**src/rtl/seq_detect_1011.sv**
```systemverilog
// Serial "1011" pattern detector with a registered match pulse and a saturating match counter.
// Define SEQ_OVERLAP_EN to let the trailing "1" of one match begin the next match.

module seq_detect_1011 #(
  parameter int unsigned CNT_W = 8
) (
  input  logic             clk,
  input  logic             rst,
  input  logic             din,
  input  logic             din_valid,
  input  logic             count_clr,
  output logic             detect,
  output logic [CNT_W-1:0] det_count,
  output logic [2:0]       state
);

  typedef enum logic [2:0] {
    StIdle = 3'd0,
    StG1   = 3'd1,
    StG10  = 3'd2,
    StG101 = 3'd3,
    StHit  = 3'd4
  } state_e;

  localparam logic [CNT_W-1:0] CntMax = '1;
  localparam logic [CNT_W-1:0] CntOne = CNT_W'(1);

  state_e state_q, state_d;
  logic   match;

  // A match completes on the valid "1" that arrives while in G101.
  assign match = din_valid && din && (state_q == StG101);

  always_comb begin
    state_d = state_q;
    if (din_valid) begin
      case (state_q)
        StIdle:  state_d = din ? StG1   : StIdle;
        StG1:    state_d = din ? StG1   : StG10;
        StG10:   state_d = din ? StG101 : StIdle;
        StG101:  state_d = din ? StHit  : StG10;
`ifdef SEQ_OVERLAP_EN
        StHit:   state_d = din ? StG1   : StG10;
`else
        StHit:   state_d = din ? StG1   : StIdle;
`endif
        default: state_d = StIdle;
      endcase
    end
  end

  always_ff @(posedge clk or posedge rst) begin
    if (rst) begin
      state_q   <= StIdle;
      detect    <= 1'b0;
      det_count <= '0;
    end else begin
      state_q <= state_d;
      detect  <= match;
      // Clear wins over a coincident increment.
      if (count_clr) begin
        det_count <= '0;
      end else if (match && (det_count != CntMax)) begin
        det_count <= det_count + CntOne;
      end
    end
  end

  assign state = state_q;

  detect_in_hit_a : assert property (@(posedge clk) disable iff (rst)
    detect |-> (state_q == StHit));

  detect_single_a : assert property (@(posedge clk) disable iff (rst)
    detect |=> !detect);

endmodule

```
**config.mk**
```make
export PLATFORM = sky130hd
export DESIGN_NAME = seq_detect_1011
export DESIGN_NICKNAME = d
export VERILOG_FILES = /design/src/rtl/seq_detect_1011.sv
export SDC_FILE = /design/constraint.sdc
export NUM_CORES = 1
export LEC_CHECK = 0
export ABC_CLOCK_PERIOD_IN_PS = 1700
export BUFFER_PORTS_ARGS = -buffer_cell sky130_fd_sc_hd__buf_2
export CELL_PAD_IN_SITES_DETAIL_PLACEMENT = 1
export CELL_PAD_IN_SITES_GLOBAL_PLACEMENT = 2
export CORE_MARGIN = 2
export CORE_UTILIZATION = 26
export DETAILED_ROUTE_END_ITERATION = 10
export PLACE_DENSITY_LB_ADDON = 0.05
export SYNTH_ARGS = -nofsm -noshare
export SYNTH_HDL_FRONTEND = slang
export SYNTH_SLANG_ARGS = --single-unit
```
**constraint.sdc**
```tcl
create_clock -name clk -period 1.7 [get_ports clk]
set_clock_uncertainty 0.1 [all_clocks]
set_input_delay 0.255 -clock clk [delete_from_list [all_inputs] [get_ports clk]]
set_output_delay 0.255 -clock clk [all_outputs]
set_load 0.005 [all_outputs]
```
==> results of run 1 <==
==> cells by family (layout without fill, tap and decap cells) <==
family,Yosys count,in the layout,synth area share [%]
mux,3,3,4.84
simple gates,30,30,26.5
fa+ha+maj,1,1,1.93
compound gates,16,16,14.5
buf+inv,8,41,5.80
flops,12,12,46.4
==> stage by stage <==
stage               total power [mW]  instances  hold slack, ps  util [%]
floorplan                      0.340         70            19.7         -
global placement               0.373        127             211      35.4
detailed placement             0.375        127             225      35.4
CTS                            0.623        132             103      37.5
global route                   0.650        133            95.5      38.3
finish                         0.619        133             107      38.3
==> per-layer routing <==
metal | up-vias | global-route usage, % | part of all wire [%]
met5 | - | 0 | 0
met4 | 0 | 6.41 | 0.54
met2 | 12 | 23.8 | 45
met3 | 2 | 2.50 | 3.0
li1 | 321 | - | -
met1 | 302 | 20.5 | 52
==> final timing paths <==
kind                       cells past startpoint  slack [ps]                  endpoint                  from
max in group asynchronous                      3         730          detect$_DFF_PP0_                   rst
setup / recovery                               4          80  det_count[3]$_DFFE_PP0P_  state[1]$_DFFE_PP0P_
setup reg to reg                               4          80  det_count[3]$_DFFE_PP0P_  state[1]$_DFFE_PP0P_
hold / removal                                 2         110      state[1]$_DFFE_PP0P_                   din
min in group asynchronous                      3         430      state[2]$_DFFE_PP0P_                   rst
hold reg to reg                                2         500      state[1]$_DFFE_PP0P_  state[1]$_DFFE_PP0P_
==> power breakdown <==
group | switching [mW] | total, mW | internal, mW
Clock | 0.116 | 0.247 | 0.130
Sequential | 0.00777 | 0.301 | 0.294
Combinational | 0.0398 | 0.0712 | 0.0314
Total | 0.164 | 0.619 | 0.455
==> synthesized netlist by cell type <==
library cell and count:
ha_1 1, a21oi_1 5, inv_1 6, nor4_1 3, or2_1 1, mux2i_1 2, o22ai_1 1, or4_1 1
or3_1 2, buf_6 1, nor2_1 6, o211ai_1 1, a21boi_0 1, mux2_1 1, nand3_1 7, nand4_1 2
a211oi_1 1, nand3b_4 1, nor2b_1 2, o21ai_0 5, or2_2 1, buf_1 1, nand2_1 3, o31ai_1 2
nand2_2 1, dfrtp_1 12
==> layout make-up <==
class | instances | area [sq um]
Multi-Input combinational cell | 50 | 332
Inverter | 6 | 22.5
Clock buffer | 4 | 36.3
Sequential cell | 12 | 300
Tap cell | 30 | 37.5
Timing Repair Buffer | 31 | 195
Fill cell | 290 | 1490
==> repair_timing <==
| action | 4_1_cts | 5_1_grt |
|---|---|---|
| pin swaps | 0 | 0 |
| hold endpoints to repair | 12 | 0 |
| hold buffers | 1 | 0 |
| cloned | 0 | 0 |
| buffers inserted | 0 | 1 |
| gates resized for setup | 1 | 2 |
| endpoints found under the setup margin | 1 | 3 |
==> registers in the layout, summed over array words and instances (netlist names) <==
signal,cells
det_count,8
state,3
detect,1
==> placed cells by master (no fill, tap or decap) <==
master / count
a211oi_1: 1
a21boi_0: 1
a21oi_1: 5
buf_2: 16
buf_4: 14
clkbuf_4: 3
clkbuf_8: 1
dfrtp_1: 12
dlygate4sd3_1: 1
ha_2: 1
inv_1: 6
mux2_1: 1
mux2i_1: 2
nand2_1: 3
nand2_2: 1
nand3_1: 7
nand3b_4: 1
nand4_1: 2
nor2_1: 6
nor2b_1: 2
nor4_1: 2
nor4_4: 1
o211ai_1: 1
o21ai_0: 5
o22ai_1: 1
o31ai_1: 2
or2_4: 2
or3_1: 2
or4_1: 1
==> results_dict.tcl, run 1 <==
set metrics [dict create \
    status "complete, no violations" \
    grt_max_degree 13 \
    setup_viol 0 \
    powerDensity_nw_per_um2 671 \
    clkTransAtPathRegs_ps 90 \
    syn_area_sq_um 647 \
    drt_iter0_markers 5 \
    die_w_microns 53.9 \
    first_pass_iters 3 \
    ant_nets 0 \
    pre_cts_ws_ps 17.9 \
    cp-end-kind "flop" \
    vias 637 \
    maxCapViolCount 0 \
    finalHoldViolations 0 \
    synthCells 70 \
    clkLatencyLatePin_ps 280 \
    crit_chain "nand2_2 -> or2_4 -> or4_1 -> a21oi_1" \
    grt_pass1_vias 661 \
    peakVddDrop_v 0.000305 \
    antenna_found_initial 0 \
    yosys.area.top_type_share_pct 46.4 \
    wl_per_cell_microns 13.9 \
    synth.distinct_cells 26 \
    cts.path.max_buffers 2 \
    viasPerCell 4.79 \
    synth-seq-cells 12 \
    ys_warn_count 0 \
    core-area_sq_um 2410 \
    grt_usage_pct 15.2 \
    setup_slack_ps 77.3 \
    cp_max_fo 9 \
    die-area_sq_um 2900 \
    hold_path_class "primary input to flop" \
    die_y_microns 53.9 \
    start_util_pct 26.8 \
    p_leak_nw 0.454 \
    cp.arrival_ps 1730 \
    slowest_delay_ps 500 \
    wirelength_microns 1850 \
    drc 0 \
    root_buffer "clkbuf_4" \
    crit_type "flop to flop" \
    placed_cell_area_sq_um 852 \
    fmax_mhz 616 \
    cpLargestDelayFamily "simple AND/OR/NAND/NOR gates" \
    h-tree-depth 1 \
    row_count 18 \
    fin_nets 110 \
    syn-num-nets 76 \
    synth_top_cell_by_area "dfrtp_1" \
    crit_buf_inv 0 \
    overflow 0 \
    netlist_top_cells_area "dfrtp_1 46%, nand3_1 5.4%, a21oi_1 3.9%, o21ai_0 3.9%, inv_1 3.5%" \
    port_buffers 16 \
    avgSynthCellArea_sq_um 9.24 \
    diodes 0 \
    critPathLaunchType "flop" \
    max_slew.worst_pin.slew_ps 504 \
    place_hpwl_microns 1390 \
    cts_tree "yes" \
    synth-seq-area-share_pct 46.4 \
    grt_pass1_wl_microns 3120 \
    min_period_ps 1620 \
    drive_gt1_share_pct 38.8 \
    cts_sinks 12 \
    setup_tns_ps 0 \
    cp.required_ps 1810 \
    gp_congestion 0.765 \
    final.period_utilization_pct 95.5 \
    boundaryPins 17 \
    area_delta_synth_final_pct 42.7 \
    slew_violations 0 \
    slew_headroom_pct 66.4 \
    cpMaxStageDelayCell "or4_1" \
    fin_area_sq_um 923 \
    cts_made_buffers 3 \
]
Note: power is estimated with default switching activity, not from simulation.
==> run 2, diff against run 1 <==
--- a/config.mk
+++ b/config.mk
@@ -5,12 +5,12 @@
 export SDC_FILE = /design/constraint.sdc
 export NUM_CORES = 1
 export LEC_CHECK = 0
-export ABC_CLOCK_PERIOD_IN_PS = 1700
+export ABC_CLOCK_PERIOD_IN_PS = 1500
 export BUFFER_PORTS_ARGS = -buffer_cell sky130_fd_sc_hd__buf_2
 export CELL_PAD_IN_SITES_DETAIL_PLACEMENT = 1
 export CELL_PAD_IN_SITES_GLOBAL_PLACEMENT = 2
 export CORE_MARGIN = 2
-export CORE_UTILIZATION = 26
+export CORE_UTILIZATION = 29
 export DETAILED_ROUTE_END_ITERATION = 10
 export PLACE_DENSITY_LB_ADDON = 0.05
 export SYNTH_ARGS = -nofsm -noshare
==> constraint.sdc (replaced) <==
create_clock -name clk -period 1.5 [get_ports clk]
set_clock_uncertainty 0.1 [all_clocks]
set_input_delay 0.225 -clock clk [delete_from_list [all_inputs] [get_ports clk]]
set_output_delay 0.225 -clock clk [all_outputs]
set_load 0.005 [all_outputs]
==> results_dict.tcl, run 2 (synthesized netlist as in run 1, its figures left out) <==
set metrics [dict create \
    grt_pass1_wl_microns 3320 \
    cts_tree "yes" \
    root_buffer "clkbuf_4" \
    boundaryPins 17 \
    fin_nets 119 \
    clkTransAtPathRegs_ps 80 \
    die-area_sq_um 2620 \
    wirelength_microns 2050 \
    die_w_microns 51.2 \
    status "complete, but fails checks" \
    max_slew.worst_pin.slew_ps 496 \
    first_pass_iters 3 \
    finalHoldViolations 0 \
    hold_path_class "primary input to flop" \
    antenna_found_initial 0 \
    min_period_ps 1660 \
    powerDensity_nw_per_um2 674 \
    ant_nets 0 \
    fin_util_pct 49.9 \
    cts_sinks 12 \
    cp-end-kind "flop" \
    cts.path.max_buffers 2 \
    start_util_pct 29.8 \
    top_register "det_count" \
    hold-worst-slack_ps 137 \
    fmax_mhz 604 \
    p_leak_nw 0.523 \
    slew_headroom_pct 66.9 \
    crit_type "flop to flop" \
    overflow 0 \
    port_buffers 16 \
    clkLatencyLatePin_ps 290 \
    drt_iter0_markers 1 \
    fillers 262 \
    grt_max_degree 13 \
    critPathLaunchType "flop" \
    cp.arrival_ps 1770 \
    viasPerCell 4.84 \
    wl_per_cell_microns 14.6 \
    core-area_sq_um 2170 \
    slew_violations 0 \
    final_common_cell "buf_4" \
    drc 0 \
    grt_pass1_vias 694 \
    grt_usage_pct 17.6 \
    cp.required_ps 1610 \
    vias 677 \
    cp_max_fo 5 \
    final.period_utilization_pct 110 \
    cts_made_buffers 3 \
    rsz0062_at_grt "true" \
    largest_reg_flops 8 \
    h-tree-depth 1 \
    place_hpwl_microns 1400 \
    area_delta_synth_final_pct 67.3 \
    maxCapViolCount 0 \
    peakVddDrop_v 0.000365 \
    row_count 17 \
    gp_congestion 0.753 \
    die_y_microns 51.2 \
    drive_gt1_share_pct 55.4 \
    setup_slack_ps -157 \
    failed_checks "negative setup slack" \
    setup_viol 6 \
    final_cell_mix "20 x buf_4, 16 x buf_2, 12 x dfrtp_1, 6 x inv_1, 5 x nand3_1" \
    diodes 0 \
]
## run 2: changes by cell type in the layout (fill, tap and decap cells not counted), moves of 2 or more
cell     previous run  this run
buf_4              14        20
buf_6               0         3
a21oi_1             5         3
a21oi_2             0         2
nand3_1             7         5
nor2_1              6         4
nor2_2              0         2
nor4_1              2         0
## run 2: critical path, cell delays in order (launching register included)
cell and delay [ps]:
dfrtp_1 400, ha_2 200, nand4_1 190, nor2_2 100, or4_1 470, a21oi_1 130
## run 2: final cells by class
type	instances	area [sq um]	share of cell area, %
timing repair buffer	40	274	25.3
sequential	12	300	27.7
multi-input combinational	50	414	38.3
inverter	6	22.5	2.08
tap	28	35.0	3.24
clock buffer	4	36.3	3.35
## run 2: final timing paths
| kind | startpoint | end | slack, ps | depth (start not counted) |
|---|---|---|---|---|
| setup / recovery | det_count[0]$_DFFE_PP0P_ | det_count[3]$_DFFE_PP0P_ | -160 | 5 |
| hold / removal | count_clr | det_count[4]$_DFFE_PP0P_ | 140 | 2 |
| setup reg to reg | det_count[0]$_DFFE_PP0P_ | det_count[3]$_DFFE_PP0P_ | -160 | 5 |
| hold reg to reg | det_count[7]$_DFFE_PP0P_ | det_count[7]$_DFFE_PP0P_ | 550 | 3 |
| max in group asynchronous | rst | det_count[2]$_DFFE_PP0P_ | 560 | 3 |
| min in group asynchronous | rst | state[2]$_DFFE_PP0P_ | 390 | 3 |
## run 2: report_power, final
part           internal, mW  total (mW)  switching [mW]
Combinational        0.0537       0.108          0.0540
Sequential            0.333       0.340         0.00720
Clock                 0.148       0.282           0.134
Total                 0.534       0.729           0.195
## run 2: stage by stage
stage	setup slack, ps	power, mW	setup TNS (ps)	instance area [sq um]	std cells
floorplan	-134	0.385	-308	661	70
global placement	-63.4	0.437	-290	918	133
detailed placement	-117	0.440	-490	918	133
CTS	-113	0.727	-503	981	139
global route	-230	0.764	-1170	1080	140
finish	-157	0.729	-421	1080	140
## run 2: metal layers
layer  vias up  global-route usage (%)  share of wire [%]
met4         0                    9.21               0.78
met5         -                       0                  0
met1       329                    23.1                 47
li1        335                       -                  -
met3         2                    3.51                2.3
met2        11                    27.3                 50
## run 2: timing repair
| action | CTS | global route |
|---|---|---|
| pin swaps | 1 | 11 |
| gates resized for setup | 3 | 18 |
| hold buffers | 1 | 0 |
| endpoints found under the setup margin | 8 | 8 |
| hold endpoints to repair | 12 | 0 |
| setup buffers | 1 | 4 |
==> run 3, diff against run 2 <==
--- a/config.mk
+++ b/config.mk
@@ -5,12 +5,13 @@
 export SDC_FILE = /design/constraint.sdc
 export NUM_CORES = 1
 export LEC_CHECK = 0
+export ABC_AREA = 1
 export ABC_CLOCK_PERIOD_IN_PS = 1500
 export BUFFER_PORTS_ARGS = -buffer_cell sky130_fd_sc_hd__buf_2
 export CELL_PAD_IN_SITES_DETAIL_PLACEMENT = 1
 export CELL_PAD_IN_SITES_GLOBAL_PLACEMENT = 2
 export CORE_MARGIN = 2
-export CORE_UTILIZATION = 29
+export CORE_UTILIZATION = 27
 export DETAILED_ROUTE_END_ITERATION = 10
 export PLACE_DENSITY_LB_ADDON = 0.05
 export SYNTH_ARGS = -nofsm -noshare
==> results_dict.tcl, run 3 <==
set metrics [dict create \
    boundaryPins 17 \
    overflow 0 \
    place_hpwl_microns 1300 \
    grt_pass1_wl_microns 2900 \
    max_slew.worst_pin.slew_ps 521 \
    ys_warn_count 0 \
    area_delta_synth_final_pct 30.5 \
    port_buffers 16 \
    top_register "det_count" \
    cts_tree "yes" \
    min_period_ps 1390 \
    fin_nets 120 \
    gp_congestion 0.736 \
    netlist_top_cells_area "dfrtp_1 45%, nand2_1 9.7%, nand3_1 8.3%, nor2_1 8.0%, inv_1 6.8%" \
    cp.arrival_ps 1460 \
    cp-end-kind "flop" \
    avgSynthCellArea_sq_um 7.51 \
    maxCapViolCount 0 \
    wirelength_microns 1790 \
    synth_top_cell_by_area "dfrtp_1" \
    wl_per_cell_microns 12.8 \
    row_count 17 \
    ys.flop_type "dfrtp_1" \
    core-area_sq_um 2250 \
    slew_violations 0 \
    syn-num-nets 94 \
    critPathLaunchType "flop" \
    synth.distinct_cells 19 \
    powerDensity_nw_per_um2 737 \
    cts.path.max_buffers 2 \
    cts_sinks 12 \
    grt_usage_pct 14.2 \
    slew_headroom_pct 65.2 \
    status "complete, no violations" \
    power_mw 0.635 \
    setup_tns_ps 0 \
    antenna_found_initial 0 \
    die-area_sq_um 2860 \
    syn_area_sq_um 661 \
    fmax_mhz 717 \
    fillers 310 \
    drc 0 \
    grt_pass1_vias 637 \
    final.period_utilization_pct 92.9 \
    finalHoldViolations 0 \
    drt_iter0_markers 9 \
    drive_gt1_share_pct 30.4 \
    first_pass_iters 5 \
    cts_made_buffers 3 \
    ant_nets 0 \
    hold-worst-slack_ps 120 \
    crit_type "flop to flop" \
    r2r_setup_slack_ps 110 \
    setup_slack_ps 106 \
    synthArstFlopShare_pct 100 \
    die_y_microns 53.5 \
    root_buffer "clkbuf_4" \
    synth-seq-cells 12 \
    yosys.area.top_type_share_pct 45.5 \
    grt_max_degree 13 \
    fin_util_pct 38.2 \
    yosysMostFrequentCell "nand2_1" \
    viasPerCell 4.67 \
    setup_viol 0 \
    yosys-top-cells-count "17 x nand2_1, 14 x nor2_1, 12 x dfrtp_1, 12 x inv_1, 11 x nand3_1" \
    die_w_microns 53.5 \
    cp.required_ps 1570 \
    largest_reg_flops 8 \
    diodes 0 \
    start_util_pct 29.3 \
    peakVddDrop_v 0.000475 \
    synth-seq-area-share_pct 45.5 \
    cp_max_fo 8 \
    synthCells 88 \
    clkTransAtPathRegs_ps 80 \
    hold_path_class "primary input to flop" \
    pre_cts_ws_ps -9.55 \
    p_leak_nw 0.442 \
    synth-edff-count 0 \
    h-tree-depth 1 \
    clkLatencyLatePin_ps 270 \
    final_cell_mix "16 x buf_2, 15 x nand2_1, 13 x nor2_1, 12 x inv_1, 12 x dfrtp_1" \
    final_common_cell "buf_2" \
    vias 654 \
]
-- run 3: cell type report --
type | count | area [sq um] | share of cell area, %
multi-input cells | 62 | 325 | 37.7
flip-flops and latches | 12 | 300 | 34.8
repair buffers | 22 | 128 | 14.8
inverters | 13 | 51.3 | 5.95
well taps | 28 | 35.0 | 4.06
clock buffers | 3 | 22.5 | 2.61
-- run 3: path summary, 6_finish.rpt --
check                      cells after the start                       end                      from
min                                            2      state[1]$_DFFE_PP0P_                 din_valid
max in group asynchronous                      3  det_count[0]$_DFFE_PP0P_                       rst
min in group asynchronous                      3      state[2]$_DFFE_PP0P_                       rst
min reg2reg                                    2  det_count[6]$_DFFE_PP0P_  det_count[6]$_DFFE_PP0P_
max reg2reg                                    7  det_count[1]$_DFFE_PP0P_      state[2]$_DFFE_PP0P_
max                                            7  det_count[1]$_DFFE_PP0P_      state[2]$_DFFE_PP0P_
-- run 3: cells by family after synthesis --
logic type / synth area share (%)
compound gates: 11.2
simple gates: 33.1
fa+ha+maj: 1.89
flops: 45.5
buf+inv: 8.33
-- run 3: worst max-delay path: stages, from the launching register on --
cell	delay [ps]
dfrtp_1	400
inv_1	120
nand3_2	110
nor2_4	170
nand2_4	110
buf_4	160
nand3_1	60
nand2_1	50
-- run 3: routing by layer --
| metal | global-route usage [%] | share of wire [%] | up-vias |
|---|---|---|---|
| met5 | 0 | 0 | - |
| met4 | 1.28 | 0 | 0 |
| met3 | 5.93 | 4.7 | 0 |
| met2 | 21.2 | 42 | 15 |
| met1 | 19.7 | 53 | 306 |
| li1 | - | - | 333 |
-- run 3: where the power goes --
group	switching [mW]	internal [mW]
Combinational	0.0533	0.0332
Sequential	0.0121	0.335
Clock	0.109	0.0929
-- run 3: what timing repair did --
action / 4_1_cts / 5_1_grt
gates resized for setup: 0 / 7
hold endpoints to repair: 12 / 0
buffers inserted: 1 / 2
endpoints found under the setup margin: 1 / 6
pin swaps: 0 / 3
hold buffers: 1 / 0
-- run 3: per-stage QoR --
step / area (sq um) / std cells
final: 862 / 140
after global placement: 786 / 133
after CTS: 826 / 138
after floorplan: 661 / 88
after global routing: 862 / 140
after detailed placement: 786 / 133
